[config.mk]
export PLATFORM = sky130hd
export DESIGN_NAME = multicore_prog_loader_flat
export DESIGN_NICKNAME = d
export VERILOG_FILES = /design/src/rtl/multicore_prog_loader_pkg.sv /design/src/rtl/multicore_prog_loader_if.sv /design/src/rtl/multicore_prog_loader_hdr_decode.sv /design/src/rtl/multicore_prog_loader.sv /design/src/flat_wrapper.sv
export SDC_FILE = /design/constraint.sdc
export NUM_CORES = 1
export LEC_CHECK = 0
export CORE_AREA = 3 3 91 93
export CTS_BUF_LIST = sky130_fd_sc_hd__clkbuf_16
export CTS_CLUSTER_DIAMETER = 200
export DETAILED_ROUTE_END_ITERATION = 8
export DIE_AREA = 0 0 94 96
export DONT_BUFFER_PORTS = 1
export PLACE_DENSITY = 0.66
export SYNTH_ARGS = -nofsm -noshare
export SYNTH_HDL_FRONTEND = slang
export SYNTH_SLANG_ARGS = --single-unit
[constraint.sdc]
create_clock -name sys_clk -period 1.4 [get_ports sys_clk]
set_input_delay 0.28 -clock sys_clk [delete_from_list [all_inputs] [get_ports sys_clk]]
set_output_delay 0.28 -clock sys_clk [all_outputs]
set_load 0.01 [all_outputs]
[src/rtl/multicore_prog_loader_pkg.sv]
// Shared definitions for the multicore program loader: opcodes, header layout, FSM states.
package multicore_loader_pkg;

    // Header opcodes (bits [31:30]); 2'b11 is illegal
    localparam logic [1:0] OP_LOAD = 2'b00;
    localparam logic [1:0] OP_RUN  = 2'b01;
    localparam logic [1:0] OP_HALT = 2'b10;

    // Header field layout
    localparam int unsigned HDR_W    = 32;
    localparam int unsigned OP_LSB   = 30;
    localparam int unsigned OP_W     = 2;
    localparam int unsigned MASK_LSB = 22;
    localparam int unsigned MASK_W   = 8;
    localparam int unsigned ADRS_LSB = 11;
    localparam int unsigned ADRS_W   = 11;
    localparam int unsigned LEN_LSB  = 0;
    localparam int unsigned LEN_W    = 11;
    localparam int unsigned CHK_W    = 32;

    typedef enum logic {
        IDLE = 1'b0,
        LOAD = 1'b1
    } state_t;

endpackage

[src/rtl/multicore_prog_loader_if.sv]
// Stream input and core-side write/run outputs of the program loader.
interface multicore_prog_loader_if #(
    parameter int unsigned DATA_SIZE  = 32,
    parameter int unsigned ADRS_WIDTH = 11,
    parameter int unsigned NUM_CORES  = 2
);
    logic                  s_valid;
    logic                  s_ready;
    logic [DATA_SIZE-1:0]  s_data;
    logic [NUM_CORES-1:0]  w_enable;
    logic [ADRS_WIDTH-1:0] w_adrs;
    logic [DATA_SIZE-1:0]  w_instruction;
    logic [NUM_CORES-1:0]  cpu_en;
    logic                  busy;
    logic                  err;
    logic [31:0]           checksum;

    // Host side: drives the word stream, observes loader outputs
    modport master (
        output s_valid, s_data,
        input  s_ready, w_enable, w_adrs, w_instruction, cpu_en, busy, err, checksum
    );

    // Loader side
    modport slave (
        input  s_valid, s_data,
        output s_ready, w_enable, w_adrs, w_instruction, cpu_en, busy, err, checksum
    );
endinterface

[src/rtl/multicore_prog_loader_hdr_decode.sv]
// Combinational splitter of a command header into opcode, core mask, address and length.
module prog_hdr_decode
    import multicore_loader_pkg::*;
#(
    parameter int unsigned DATA_SIZE  = 32,
    parameter int unsigned ADRS_WIDTH = 11,
    parameter int unsigned NUM_CORES  = 2
) (
    input  logic [DATA_SIZE-1:0]  hdr,
    output logic [OP_W-1:0]       opcode_c,
    output logic [NUM_CORES-1:0]  mask_c,
    output logic [ADRS_WIDTH-1:0] adrs_c,
    output logic [LEN_W-1:0]      len_c,
    output logic                  illegal_c
);
    logic [HDR_W-1:0]  word;
    logic [MASK_W-1:0] mask_field;
    logic [ADRS_W-1:0] adrs_field;
    logic              unused_bits;

    // Mask bits above NUM_CORES and address bits above ADRS_WIDTH are dropped
    assign word       = hdr[HDR_W-1:0];
    assign opcode_c   = word[OP_LSB +: OP_W];
    assign mask_field = word[MASK_LSB +: MASK_W];
    assign adrs_field = word[ADRS_LSB +: ADRS_W];
    assign len_c      = word[LEN_LSB +: LEN_W];
    assign mask_c     = mask_field[NUM_CORES-1:0];
    assign adrs_c     = adrs_field[ADRS_WIDTH-1:0];
    assign illegal_c  = (opcode_c == 2'b11);

    assign unused_bits = ^{hdr, mask_field, adrs_field};

endmodule

[src/rtl/multicore_prog_loader.sv]
// Command-driven program loader: streams payload into selected cores' memories and
// gates their cpu_en. Optional feature macro: LOADER_CHECKSUM_EN (payload checksum).
module multicore_prog_loader
    import multicore_loader_pkg::*;
#(
    parameter int unsigned DATA_SIZE  = 32,
    parameter int unsigned ADRS_WIDTH = 11,
    parameter int unsigned NUM_CORES  = 2
) (
    input  logic                   sys_clk,
    input  logic                   resetn,
    multicore_prog_loader_if.slave bus
);
    state_t                state;
    logic [NUM_CORES-1:0]  load_mask;
    logic [ADRS_WIDTH-1:0] cur_adrs;
    logic [LEN_W-1:0]      remaining;

    logic                  s_ready_q;
    logic [NUM_CORES-1:0]  w_enable_q;
    logic [ADRS_WIDTH-1:0] w_adrs_q;
    logic [DATA_SIZE-1:0]  w_instr_q;
    logic [NUM_CORES-1:0]  cpu_en_q;
    logic                  busy_q;
    logic                  err_q;

    logic [OP_W-1:0]       opcode_c;
    logic [NUM_CORES-1:0]  mask_c;
    logic [ADRS_WIDTH-1:0] adrs_c;
    logic [LEN_W-1:0]      len_c;
    logic                  illegal_c;
    logic                  accept_c;

    prog_hdr_decode #(
        .DATA_SIZE (DATA_SIZE),
        .ADRS_WIDTH(ADRS_WIDTH),
        .NUM_CORES (NUM_CORES)
    ) u_hdr_decode (
        .hdr      (bus.s_data),
        .opcode_c (opcode_c),
        .mask_c   (mask_c),
        .adrs_c   (adrs_c),
        .len_c    (len_c),
        .illegal_c(illegal_c)
    );

    assign accept_c = bus.s_valid & s_ready_q;

    // Loader FSM with registered outputs; every accepted word takes effect next cycle
    always_ff @(posedge sys_clk or negedge resetn) begin
        if (!resetn) begin
            state      <= IDLE;
            load_mask  <= '0;
            cur_adrs   <= '0;
            remaining  <= '0;
            s_ready_q  <= 1'b1;
            w_enable_q <= '0;
            w_adrs_q   <= '0;
            w_instr_q  <= '0;
            cpu_en_q   <= '0;
            busy_q     <= 1'b0;
            err_q      <= 1'b0;
        end else begin
            s_ready_q  <= 1'b1;
            w_enable_q <= '0;
            if (accept_c) begin
                case (state)
                    IDLE: begin
                        if (illegal_c) begin
                            err_q <= 1'b1;
                        end else begin
                            case (opcode_c)
                                OP_LOAD: begin
                                    load_mask <= mask_c;
                                    cur_adrs  <= adrs_c;
                                    remaining <= len_c;
                                    cpu_en_q  <= cpu_en_q & ~mask_c;
                                    if (len_c != '0) begin
                                        state  <= LOAD;
                                        busy_q <= 1'b1;
                                    end
                                end
                                OP_RUN:  cpu_en_q <= cpu_en_q | mask_c;
                                OP_HALT: cpu_en_q <= cpu_en_q & ~mask_c;
                                default: ;
                            endcase
                        end
                    end
                    LOAD: begin
                        w_enable_q <= load_mask;
                        w_adrs_q   <= cur_adrs;
                        w_instr_q  <= bus.s_data;
                        cur_adrs   <= cur_adrs + ADRS_WIDTH'(1);
                        remaining  <= remaining - LEN_W'(1);
                        if (remaining == LEN_W'(1)) begin
                            state  <= IDLE;
                            busy_q <= 1'b0;
                        end
                    end
                    default: state <= IDLE;
                endcase
            end
        end
    end

`ifdef LOADER_CHECKSUM_EN
    logic [CHK_W-1:0] checksum_q;

    // Running sum of payload words, restarted by each LOAD header
    always_ff @(posedge sys_clk or negedge resetn) begin
        if (!resetn) begin
            checksum_q <= '0;
        end else if (accept_c) begin
            if (state == IDLE && !illegal_c && opcode_c == OP_LOAD) begin
                checksum_q <= '0;
            end else if (state == LOAD) begin
                checksum_q <= checksum_q + bus.s_data[CHK_W-1:0];
            end
        end
    end

    assign bus.checksum = checksum_q;
`else
    assign bus.checksum = 32'h0;
`endif

    assign bus.s_ready       = s_ready_q;
    assign bus.w_enable      = w_enable_q;
    assign bus.w_adrs        = w_adrs_q;
    assign bus.w_instruction = w_instr_q;
    assign bus.cpu_en        = cpu_en_q;
    assign bus.busy          = busy_q;
    assign bus.err           = err_q;

endmodule
[src/flat_wrapper.sv]
// flat-port wrapper written by rule: the top's interface ports become plain ports
module multicore_prog_loader_flat import multicore_loader_pkg::*;
#(
    parameter int unsigned DATA_SIZE  = 32,
    parameter int unsigned ADRS_WIDTH = 11,
    parameter int unsigned NUM_CORES  = 2
)
  (sys_clk, resetn, bus_s_valid, bus_s_data, bus_s_ready, bus_w_enable, bus_w_adrs, bus_w_instruction, bus_cpu_en, bus_busy, bus_err, bus_checksum);
  multicore_prog_loader_if #(.DATA_SIZE(DATA_SIZE), .ADRS_WIDTH(ADRS_WIDTH), .NUM_CORES(NUM_CORES)) bus_i ();
  input  logic sys_clk;
  input  logic resetn;
  input wire logic [$bits(bus_i.s_valid)-1:0] bus_s_valid;
  input wire logic [$bits(bus_i.s_data)-1:0] bus_s_data;
  output wire logic [$bits(bus_i.s_ready)-1:0] bus_s_ready;
  output wire logic [$bits(bus_i.w_enable)-1:0] bus_w_enable;
  output wire logic [$bits(bus_i.w_adrs)-1:0] bus_w_adrs;
  output wire logic [$bits(bus_i.w_instruction)-1:0] bus_w_instruction;
  output wire logic [$bits(bus_i.cpu_en)-1:0] bus_cpu_en;
  output wire logic [$bits(bus_i.busy)-1:0] bus_busy;
  output wire logic [$bits(bus_i.err)-1:0] bus_err;
  output wire logic [$bits(bus_i.checksum)-1:0] bus_checksum;
  assign bus_i.s_valid = bus_s_valid;
  assign bus_i.s_data = bus_s_data;
  assign bus_s_ready = bus_i.s_ready;
  assign bus_w_enable = bus_i.w_enable;
  assign bus_w_adrs = bus_i.w_adrs;
  assign bus_w_instruction = bus_i.w_instruction;
  assign bus_cpu_en = bus_i.cpu_en;
  assign bus_busy = bus_i.busy;
  assign bus_err = bus_i.err;
  assign bus_checksum = bus_i.checksum;
  multicore_prog_loader #(.DATA_SIZE(DATA_SIZE), .ADRS_WIDTH(ADRS_WIDTH), .NUM_CORES(NUM_CORES)) u_core (.sys_clk(sys_clk), .resetn(resetn), .bus(bus_i));
endmodule
==> results summary <==
The net count of the finished layout is 409. Once the floorplan was initialized, standard cells occupied 49.1% of the core. The number of synthesized flops with an enable pin came out at 0.

The sequential-to-total area share from yosys stat is 49.6%. The class of the tightest hold or removal check is input pin to asynchronous set/reset pin. After Yosys synthesis, XOR and XNOR cells account for 0% of the synthesized area. The checks that failed: negative hold slack, negative setup slack. The number of maximum-capacitance constraint violations came out at 0. The routed wire length per instance came out at 17.7 um. The worst slack on hold paths is -0.363 ns. Setup repair after global routing could not meet its margin everywhere. After layout, the worst setup slack is -0.00883 ns.

The number of rows created at floorplan is 32. Global routing used 6.88% of the available met3 tracks. The peak supply drop came out at slightly above 0.0009 V. The origin of the critical flop-to-flop path is u_core.remaining[1]. By area, the combinational part of the netlist is dominated by multiplexers.

The fraction of registers with async set or reset after synthesis came out at 100%. The flow ran to the end, but the final reports show violations. The global routing usage on met2 is 32.6%. The hold violation count in the final report came out at 74. The first TritonRoute pass finished after 4 iterations. The H-tree depth came out at 3. The adder-cell area share of the yosys netlist is under 10%.

The final routed DRC violation total came out at 0. The core outline area came out at 7610 um^2. The average footprint of a synthesized cell is roughly 11 um^2. The number of distinct library cell variants in the gate-level netlist after synthesis came out at 55.

The floorplan step defined a die boundary enclosing ~9000 um^2. The clock transition at the registers of the reported paths came out at about 0.06 ns. The initial antenna violation count came to 0. For this block, the routed nets add up to 8450 um of wire. The number of nets with antenna violations after routing is 0. The final standard cell count with taps included and fillers excluded came out at 477.

The maximum clock rate came out at 0.710 GHz. The number of global-route vias before repair came out at 2610. The clock skew after layout came out at 0.00642 ns.

The most used flip-flop cell after synthesis is sky130_fd_sc_hd__dfrtp_1. The post-synthesis instance total came out at 340. The highest fanout seen on the critical path came out at 3.

Compared with the post-synthesis result, the final layout area differs by 18.3%. Multiplexer cells account for 14.5% of the synthesized area. The horizontal die dimension came out at 94 um. The remaining global-route overflow came out at 0. The number of max-slew violations in the final report is 0. The worst register-to-register path ends at u_core.remaining[10].

The post-detailed-placement half-perimeter wirelength came out at 5860 um. The total vias in the final route is around 2600. The first global-routing pass estimated 13100 um of wire. For this run, the number of Yosys warnings is 0. The congestion estimate from routability-driven global placement came to 0.824. The area fraction in and, or, nand and nor cells after synthesis came out at 10.8%. After synthesis the netlist holds a flip-flop and latch count of 74. The clock drives 74 sinks. In this run, placement finished with an instance count of 456. The netlist area before placement is 3730 um^2. During I/O placement, the number of pins put on the boundary was between 100 and 150. The total global routing track utilization came out at 19.3%. The clock passes through at most 2 buffers.

The worst-case reg-to-reg path depth came out at 7. The complex-gate fraction of the synthesized area came out at 13.8%. In this run the tool buffered the top-level ports with 0 buffer cells. The clock insertion delay at the later pin of the skew report came out at 0.33 ns. The clock period minus worst slack came out at roughly 1.4 ns. The number of buffers inserted during clock tree synthesis is 9.

The critical path class is flip-flop to flip-flop. The pin count of the biggest net entering global routing came out at 75. At the worst endpoint, the arrival time is approximately 1.6 ns. The busiest metal layer after global routing is met2. The share of final-layout standard cells stronger than drive strength 1 is about a third. In the global route stage, met1 resource usage came out at between 20% and 30%. At the worst endpoint, the required time is 1.61 ns. The setup slack of the worst register-to-register path came out at -0.009 ns. The starting DRC count in detailed routing came out at between 150 and 200.

The worst setup path is launched from a flip-flop. TritonCTS built the clock tree. From bottom edge to top edge, the die measures 96 um.

The period utilization came out at 101%. Dividing total power by cell area gives a power density of approximately 2100 nW/um^2. The detailed-route vias per instance is 5.50.

The clock root buffer is sky130_fd_sc_hd__clkbuf_16. The total chip power came out at 0.00928 W. The capturing element type of the critical path is a flip-flop. The final setup violation count came out at 1.

The number of antenna diodes in the final layout is 0. Summed over all cells, the static leakage comes to 1.96 nW.
==> worst max path at each step <==
| stage | start | to | depth (start not counted) |
|---|---|---|---|
| 4_1_cts | u_core.remaining[1] | u_core.remaining[6] | 6 |
| 6_report | u_core.remaining[1] | u_core.remaining[10] | 7 |
| 3_5_place_dp | u_core.remaining[1] | u_core.remaining[6] | 6 |
| 3_3_place_gp | u_core.remaining[1] | u_core.remaining[6] | 6 |
| 2_1_floorplan | u_core.remaining[1] | u_core.remaining[6] | 6 |
| 5_1_grt | u_core.remaining[1] | u_core.remaining[10] | 7 |
==> synth_stat cells (2+ instances only) <==
master                     count  area [um^2]
sky130_fd_sc_hd__nor4_2        2         25.0
sky130_fd_sc_hd__a31oi_1       2         12.5
sky130_fd_sc_hd__inv_1         9         33.8
sky130_fd_sc_hd__conb_1        2         7.51
sky130_fd_sc_hd__buf_4        35          263
sky130_fd_sc_hd__o22ai_1       9         56.3
sky130_fd_sc_hd__nor4_1        4         25.0
sky130_fd_sc_hd__a211oi_1      2         15.0
sky130_fd_sc_hd__mux2i_1       9         90.1
sky130_fd_sc_hd__and2_1        2         12.5
sky130_fd_sc_hd__nor2_2        2         12.5
sky130_fd_sc_hd__o22a_1        9         78.8
sky130_fd_sc_hd__nor2_1       10         37.5
sky130_fd_sc_hd__clkbuf_1      2         7.51
sky130_fd_sc_hd__nor2b_1       2         12.5
sky130_fd_sc_hd__dfrtp_1      74         1850
sky130_fd_sc_hd__nand2_1      23         86.3
sky130_fd_sc_hd__a21oi_1      14         70.1
sky130_fd_sc_hd__o21ai_1       4         20.0
sky130_fd_sc_hd__nor3_1        8         40.0
sky130_fd_sc_hd__ha_1          3         37.5
sky130_fd_sc_hd__o21ai_0      16         80.1
sky130_fd_sc_hd__nand4_1       2         12.5
sky130_fd_sc_hd__and3_1        4         25.0
sky130_fd_sc_hd__buf_2        11         55.1
sky130_fd_sc_hd__mux2_2       40          450
sky130_fd_sc_hd__buf_1         4         15.0
sky130_fd_sc_hd__a41oi_1       2         17.5
sky130_fd_sc_hd__nand3_1       7         35.0
sky130_fd_sc_hd__o211ai_1      2         15.0
==> layout by cell type (no fill, tap or decap), drive strengths merged, types with 3 or more instances in the layout <==
cell type	n
and3	4
o22ai	9
nand2	23
dfrtp	74
nor2	12
nand3	7
inv	10
nor4	6
nor3	8
mux2i	9
ha	3
mux2	40
o21ai	20
conb	33
nand4	3
clkinv	3
o22a	10
buf	42
clkbuf	9
a21oi	14
==> layer usage <==
layer | routed length [um] | up-vias | share of wire, %
met5 | 0 | - | 0
met4 | 72 | 0 | 0.85
met3 | 610 | 6 | 7.2
met2 | 4290 | 93 | 51
met1 | 3480 | 1296 | 41
li1 | - | 1229 | -
==> logic make-up after synthesis <==
logic type	count (synthesis)
AO/OA/AOI/OAI	76
AND/OR/NAND/NOR	74
flip-flops	74
buffers and inverters	62
multiplexers	49
adder cells (fa/ha/maj)	3
other	2
==> cell type report <==
cell class / count / area [um^2]
Inverter: 9 / 33.8
Clock buffer: 9 / 225
Timing Repair Buffer: 42 / 348
Fill cell: 644 / 3190
Sequential cell: 74 / 1860
Clock inverter: 6 / 60.1
Tap cell: 102 / 128
Multi-Input combinational cell: 235 / 1770
==> worst max-delay path, cell delays in order (launching register included) <==
cell	delay [ns]
sky130_fd_sc_hd__dfrtp_1	0.41
sky130_fd_sc_hd__inv_2	0.09
sky130_fd_sc_hd__ha_4	0.13
sky130_fd_sc_hd__nor4b_4	0.20
sky130_fd_sc_hd__buf_4	0.17
sky130_fd_sc_hd__nand3_2	0.08
sky130_fd_sc_hd__mux2i_1	0.15
sky130_fd_sc_hd__a21oi_1	0.07
==> state kept, by name, summed over array words and instances, names as in the netlist, named ones only <==
register                  cells
u_core.bus.w_adrs            11
u_core.remaining             11
u_core.state                  1
u_core.load_mask              2
u_core.bus.busy               1
u_core.bus.err                1
u_core.bus.w_enable           2
u_core.cur_adrs              11
u_core.bus.w_instruction     32
==> per-stage QoR <==
stage                     setup WS, ns  instance area [um^2]  setup TNS (ns)  hold slack [ns]  util, %
after floorplan                -0.0141                  3880         -0.0251          -0.0156        -
after global placement         -0.0155                  3950         -0.0287          -0.0137     51.9
after CTS                     -0.00351                  4310        -0.00351           -0.373     56.7
after detailed placement        -0.107                  3950          -0.346          -0.0135     51.9
final                         -0.00883                  4420        -0.00883           -0.363     58.1
after global routing            -0.102                  4420          -0.476           -0.384     58.1
==> timing repair <==
action                                 4_1_cts  5_1_grt
pin swaps                                    6       12
buffers inserted                             4        2
endpoints found under the hold margin       74       74
setup endpoints to repair                   16       15
gates resized for setup                     11       24
==> power breakdown <==
part / switching (W) / internal [W] / total, W
clock: 0.000867 / 0.00136 / 0.00223
combinational: 0.00146 / 0.00172 / 0.00319
sequential: 0.000943 / 0.00293 / 0.00387
(Power assumes the default switching activity.)
